`config.mk`:
```
export PLATFORM = sky130hd
export DESIGN_NAME = out_port_arbiter_flat
export DESIGN_NICKNAME = d
export VERILOG_FILES = /design/src/rtl/router_pkg.sv /design/src/rtl/out_port_arbiter_if.sv /design/src/rtl/out_port_arbiter_rr_pick.sv /design/src/rtl/out_port_arbiter.sv /design/src/flat_wrapper.sv
export SDC_FILE = /design/constraint.sdc
export NUM_CORES = 1
export LEC_CHECK = 0
export ABC_AREA = 1
export BUFFER_PORTS_ARGS = -buffer_cell sky130_fd_sc_hd__buf_2
export CORE_MARGIN = 5
export CORE_UTILIZATION = 45
export DETAILED_ROUTE_END_ITERATION = 10
export GPL_ROUTABILITY_DRIVEN = 1
export PLACE_DENSITY = 0.77
export SLEW_MARGIN = 20
export SYNTH_ARGS = -nofsm -noshare
export SYNTH_HDL_FRONTEND = slang
export SYNTH_SLANG_ARGS = --single-unit
```
`constraint.sdc`:
```
create_clock -name clk -period 8 [get_ports clk]
set_clock_uncertainty 0.1 [all_clocks]
set_input_delay 1.6 -clock clk [delete_from_list [all_inputs] [get_ports clk]]
set_output_delay 1.6 -clock clk [all_outputs]
set_load 0.05 [all_outputs]
```
`src/rtl/router_pkg.sv`:
```
// router_pkg: shared router constants and output-arbiter state type
package router_pkg;
   localparam int N_PORTS = 16;
   localparam int ADDR_W  = 4;
   typedef enum logic [1:0] {IDLE, GRANT, RELEASE} arb_state_t;
endpackage

```
`src/rtl/out_port_arbiter_if.sv`:
```
// out_port_arbiter_if: request/grant bundle between the input channels and one output arbiter
interface out_port_arbiter_if import router_pkg::*; #(
   parameter int N_IN = N_PORTS
);
   localparam int IW = $clog2(N_IN);
   logic [N_IN-1:0] req;
   logic [N_IN-1:0] frame_n;
   logic [N_IN-1:0] grant;
   logic [IW-1:0]   grant_idx;
   logic            grant_valid;
   logic            busy;
   logic            abort;
   modport master (input req, frame_n, output grant, grant_idx, grant_valid, busy, abort);
   modport slave  (output req, frame_n, input grant, grant_idx, grant_valid, busy, abort);
endinterface

```
`src/rtl/out_port_arbiter_rr_pick.sv`:
```
// rr_pick: combinational round-robin selector, first request at or after ptr
module rr_pick #(
   parameter int N_IN = 16,
   localparam int IW = $clog2(N_IN)
) (
   input  logic [N_IN-1:0] req_i,
   input  logic [IW-1:0]   ptr_i,
   output logic [N_IN-1:0] win_o,
   output logic [IW-1:0]   win_idx_o,
   output logic            any_o
);
   logic [N_IN-1:0] rot;
   logic [IW-1:0]   off;
   logic [IW:0]     sum;
   // rotate so ptr sits at bit 0, take the lowest set bit, rotate the index back
   always_comb begin
      rot = (req_i >> ptr_i) | (req_i << (N_IN - int'(ptr_i)));
      off = '0;
      for (int i = N_IN - 1; i >= 0; i--) if (rot[i]) off = IW'(i);
      sum = {1'b0, off} + {1'b0, ptr_i};
      win_idx_o = (sum >= (IW+1)'(N_IN)) ? IW'(sum - (IW+1)'(N_IN)) : sum[IW-1:0];
      any_o = |req_i;
      win_o = any_o ? N_IN'(1) << win_idx_o : '0;
   end
endmodule

```
`src/rtl/out_port_arbiter.sv`:
```
// out_port_arbiter: round-robin owner of one router output port with frame hold and watchdog
module out_port_arbiter import router_pkg::*; #(
   parameter int N_IN     = N_PORTS,
   parameter int MAX_HOLD = 1024
) (
   input logic                clk,
   input logic                reset,
   out_port_arbiter_if.master bus
);
   localparam int IW = $clog2(N_IN);
   localparam int HW = $clog2(MAX_HOLD);
   localparam logic [HW-1:0] HOLD_LAST = HW'(MAX_HOLD - 1);
   arb_state_t      state_q;
   logic [N_IN-1:0] grant_q, win;
   logic [IW-1:0]   idx_q, ptr_q, ptr_d, win_idx;
   logic [HW-1:0]   hold_q;
   logic            valid_q, busy_q, abort_q, any, owner_done;
   rr_pick #(.N_IN(N_IN)) u_pick (
      .req_i     (bus.req),
      .ptr_i     (ptr_q),
      .win_o     (win),
      .win_idx_o (win_idx),
      .any_o     (any)
   );
   // pointer just past the winner, and the owner ending or abandoning its frame
   always_comb begin
      ptr_d = (win_idx == IW'(N_IN - 1)) ? '0 : win_idx + 1'b1;
      owner_done = bus.frame_n[idx_q] | ~bus.req[idx_q];
   end
   // arbitration FSM; owner release takes priority over the watchdog
   always_ff @(posedge clk) begin
      if (reset) begin
         state_q <= IDLE;
         grant_q <= '0;
         idx_q   <= '0;
         valid_q <= 1'b0;
         busy_q  <= 1'b0;
         abort_q <= 1'b0;
         ptr_q   <= '0;
         hold_q  <= '0;
      end else begin
         abort_q <= 1'b0;
         case (state_q)
            IDLE: if (any) begin
               state_q <= GRANT;
               grant_q <= win;
               idx_q   <= win_idx;
               valid_q <= 1'b1;
               busy_q  <= 1'b1;
               ptr_q   <= ptr_d;
               hold_q  <= '0;
            end
            GRANT: if (owner_done || hold_q == HOLD_LAST) begin
               state_q <= RELEASE;
               grant_q <= '0;
               valid_q <= 1'b0;
               abort_q <= ~owner_done;
            end else begin
               hold_q <= hold_q + 1'b1;
            end
            RELEASE: begin
               state_q <= IDLE;
               busy_q  <= 1'b0;
            end
            default: state_q <= IDLE;
         endcase
      end
   end
   assign bus.grant       = grant_q;
   assign bus.grant_idx   = idx_q;
   assign bus.grant_valid = valid_q;
   assign bus.busy        = busy_q;
   assign bus.abort       = abort_q;
endmodule

```
`src/flat_wrapper.sv`:
```
// flat-port wrapper written by rule: the top's interface ports become plain ports
module out_port_arbiter_flat import router_pkg::*;
#(
   parameter int N_IN     = N_PORTS,
   parameter int MAX_HOLD = 1024
)
  (clk, reset, bus_req, bus_frame_n, bus_grant, bus_grant_idx, bus_grant_valid, bus_busy, bus_abort);
  out_port_arbiter_if #(.N_IN(N_IN)) bus_i ();
  input logic clk;
  input logic reset;
  input wire logic [$bits(bus_i.req)-1:0] bus_req;
  input wire logic [$bits(bus_i.frame_n)-1:0] bus_frame_n;
  output wire logic [$bits(bus_i.grant)-1:0] bus_grant;
  output wire logic [$bits(bus_i.grant_idx)-1:0] bus_grant_idx;
  output wire logic [$bits(bus_i.grant_valid)-1:0] bus_grant_valid;
  output wire logic [$bits(bus_i.busy)-1:0] bus_busy;
  output wire logic [$bits(bus_i.abort)-1:0] bus_abort;
  assign bus_i.req = bus_req;
  assign bus_i.frame_n = bus_frame_n;
  assign bus_grant = bus_i.grant;
  assign bus_grant_idx = bus_i.grant_idx;
  assign bus_grant_valid = bus_i.grant_valid;
  assign bus_busy = bus_i.busy;
  assign bus_abort = bus_i.abort;
  out_port_arbiter #(.N_IN(N_IN), .MAX_HOLD(MAX_HOLD)) u_core (.clk(clk), .reset(reset), .bus(bus_i));
endmodule
```
==> results_dict.tcl <==
set metrics [dict create \
    power_leakage_nw 1.86 \
    avgSynthCellArea_um2 5.84 \
    hold_path_class "reg -> reg" \
    cts.sinks 39 \
    ys_top_cells_by_area "dfxtp_1, nand2_1, nand3_1, inv_1, a21oi_1" \
    synth_warnings 0 \
    drt_drc_violations_left 0 \
    grt_pass1_vias 3723 \
    cp_common_cell "nand3_1" \
    post_cts_resized 0 \
    ys_ff_latch 39 \
    drt-vias-per-instance 5.58 \
    relSlewSlack 0.490 \
    clock_latency_ns 0.29 \
    worst_setup_path_start_kind "flop" \
    ios 57 \
    syn_to_final_growth_pct 9.89 \
    clockRootBuffer "clkbuf_8" \
    fp.dieArea_um2 9590 \
    drv_slew 0 \
    drt_pass1_iterations 8 \
    drive_gt1_frac 0.149 \
    diodes 0 \
    grt_pass1_wl_um 17900 \
    p_switching_mw 0.975 \
    worst_path_max_delay_cell "dfxtp_1" \
    run_status "finished, final reports clean" \
    portBuffers 56 \
    rsz0062_at_grt "no" \
    hold_buffers 0 \
    cp_top_family "simple AND/OR/NAND/NOR gates" \
    cts_tree "yes" \
    tns_ns 0 \
    grt_usage 0.222 \
    dpl.hpwl_um 8370 \
    placed_area_um2 3730 \
    drt-initial-drc-count 602 \
    worstSetupPathType "reg -> reg" \
    cellPowerDensity_nw_per_um2 427 \
    multi_input_area_um2 2330 \
    switching_share 0.597 \
    grt_max_degree 27 \
    crit_chain "inv_4, ha_1, inv_1, nand3_1, a21oi_1, nor3_1, nor2_1, nand2_1, a31oi_1, o21ai_0, nand2_1, a21boi_0, ha_1, a21oi_1, o21bai_1, xor2_1, inv_1, nand3_1, nand4_1, nand3_1, o21ai_0" \
    post-synth-top-area-fraction 0.224 \
    setup_viol 0 \
    fill_cells 815 \
    grt-ovfl-total 0 \
    synth-seq-area-share 0.224 \
    syn-instance-count 596 \
    fmaxAchievable_mhz 176 \
    register_area_um2 781 \
    worst_slew_pin_slew_ns 0.764 \
    wl_per_cell_um 14.4 \
    die_h_um 97.9 \
    synthesis.area_um2 3480 \
    clkPwrFrac 0.082 \
    min_period_ns 5.70 \
    fin_area_um2 3820 \
    cts_buffer_depth 2 \
    critical_path_buf_inv_count 3 \
    ant_nets 0 \
    seqPwrFrac 0.173 \
    cts.reportedPaths.clkPinSlew_ns 0.07 \
    post-cts-setup-buffers 0 \
    drt_wl_total_um 10700 \
    critPathMaxStageDelay_ns 0.82 \
    die_x_um 97.9 \
    globalplace.congestion 1.06 \
    synth_cell_types 40 \
    peakVddDrop_v 0.000189 \
    cap_violations 0 \
    yosys.area.top_type "dfxtp_1" \
    p_int_mw 0.658 \
    cp_max_fo 19 \
    rows 32 \
    hold_violations 0 \
    nets 682 \
    worstPathRequired_ns 8.07 \
    antenna_found_initial 0 \
    vias 4126 \
    combPwrFrac 0.745 \
    crit_arrival_ns 5.76 \
    core-area_um2 7650 \
    initial_core_util 0.455 \
    syn_nets 641 \
    finalCritPeriodShare 0.712 \
    cts_max_level 2 \
    end_kind "flop" \
    cts_buffers 5 \
]
synthesized netlist by cell type, drive strengths merged:
| library cell | number |
|---|---|
| nor3 | 3 |
| a21boi | 1 |
| mux2i | 1 |
| a311oi | 1 |
| nand3b | 1 |
| a211oi | 4 |
| nand4 | 14 |
| and2 | 3 |
| xor2 | 2 |
| fa | 1 |
| clkbuf | 9 |
| or2 | 1 |
| a31oi | 4 |
| inv | 58 |
| o22ai | 1 |
| dfxtp | 39 |
| ha | 10 |
| nor2 | 49 |
| o211ai | 6 |
| nand3 | 77 |
| o21bai | 2 |
| o21ai | 46 |
| a21oi | 38 |
| o31ai | 1 |
| nor4 | 4 |
| buf | 13 |
| nand2 | 207 |
stage by stage:
step / total power [mW] / cells / utilization / hold slack (ns) / setup slack [ns]
after floorplan: 1.23 / 596 / - / 0.356 / 3.59
after global placement: 1.46 / 732 / 0.488 / 0.354 / 2.60
after detailed placement: 1.47 / 732 / 0.488 / 0.355 / 2.55
after CTS: 1.61 / 739 / 0.499 / 0.367 / 2.51
after global routing: 1.79 / 739 / 0.500 / 0.388 / 1.80
final: 1.63 / 739 / 0.500 / 0.368 / 2.30
tightest hold or removal path, delay by kind of cell (launching register included):
family	cells	cell delay, ns
AOI/OAI and AO/OA	1	0.05
and+or+nand+nor	1	0.06
DFF	1	0.31
routing by layer:
layer	global-route usage	vias to the layer above	wire, µm
li1	-	2053	-
met1	0.315	1836	4750
met2	0.363	217	4930
met3	0.0257	20	830
met4	0.0447	0	137
met5	0	-	0
cells in the final DEF, fill, tap and decap left out, types with 3 or more instances in the layout:
master      n
o21ai_1    18
and2_1      3
a211oi_1    3
dfxtp_1    39
nor4_1      4
ha_1       10
nor3_1      3
a21oi_1    36
a31oi_1     4
nor2_2      3
buf_2      56
clkbuf_8    6
nand2_1   194
nand2_2    13
nor2_1     44
inv_2       6
o211ai_1    6
nand3_1    75
inv_1      51
nand4_1    14
o21ai_0    27
path summary, 6_finish.rpt:
| check | from | to | slack [ns] | cells past startpoint |
|---|---|---|---|---|
| setup reg to reg | u_core.ptr_q[0] | u_core.ptr_q[0] | 2.30 | 21 |
| hold / removal | u_core.bus.grant[15] | u_core.bus.grant[15] | 0.37 | 2 |
| setup / recovery | u_core.ptr_q[0] | u_core.ptr_q[0] | 2.30 | 21 |
| hold reg to reg | u_core.bus.grant[15] | u_core.bus.grant[15] | 0.37 | 2 |
layout make-up:
type / instances / share of cell area
flip-flops and latches: 39 / 0.204
well taps: 102 / 0.0334
inverters: 58 / 0.0576
clock inverters: 1 / 0.00131
multi-input cells: 477 / 0.609
repair buffers: 56 / 0.0733
clock buffers: 6 / 0.0216
power by group through the flow:
stage                     registers, mW  logic [mW]  clock network (mW)
after floorplan                   0.334       0.895                   0
after global placement            0.286        1.18                   0
after detailed placement          0.286        1.18                   0
after CTS                         0.282        1.19               0.137
after global routing              0.290        1.35               0.147
final                             0.283        1.22               0.134
logic make-up after synthesis:
group,Yosys count,synth area share
XOR/XNOR,2,0.00504
flip-flops,39,0.224
AO/OA/AOI/OAI,104,0.166
multiplexers,1,0.00288
AND/OR/NAND/NOR,359,0.452
buffers and inverters,80,0.108
adder cells (fa/ha/maj),11,0.0417
flip-flops by register name, summed over array words and instances, names as in the netlist:
signal	flops
u_core.bus.grant_idx	4
u_core.state_q	2
u_core.bus.grant_valid	1
u_core.bus.grant	16
u_core.hold_q	10
u_core.bus.busy	1
u_core.ptr_q	4
u_core.bus.abort	1
(Power assumes the default switching activity.)
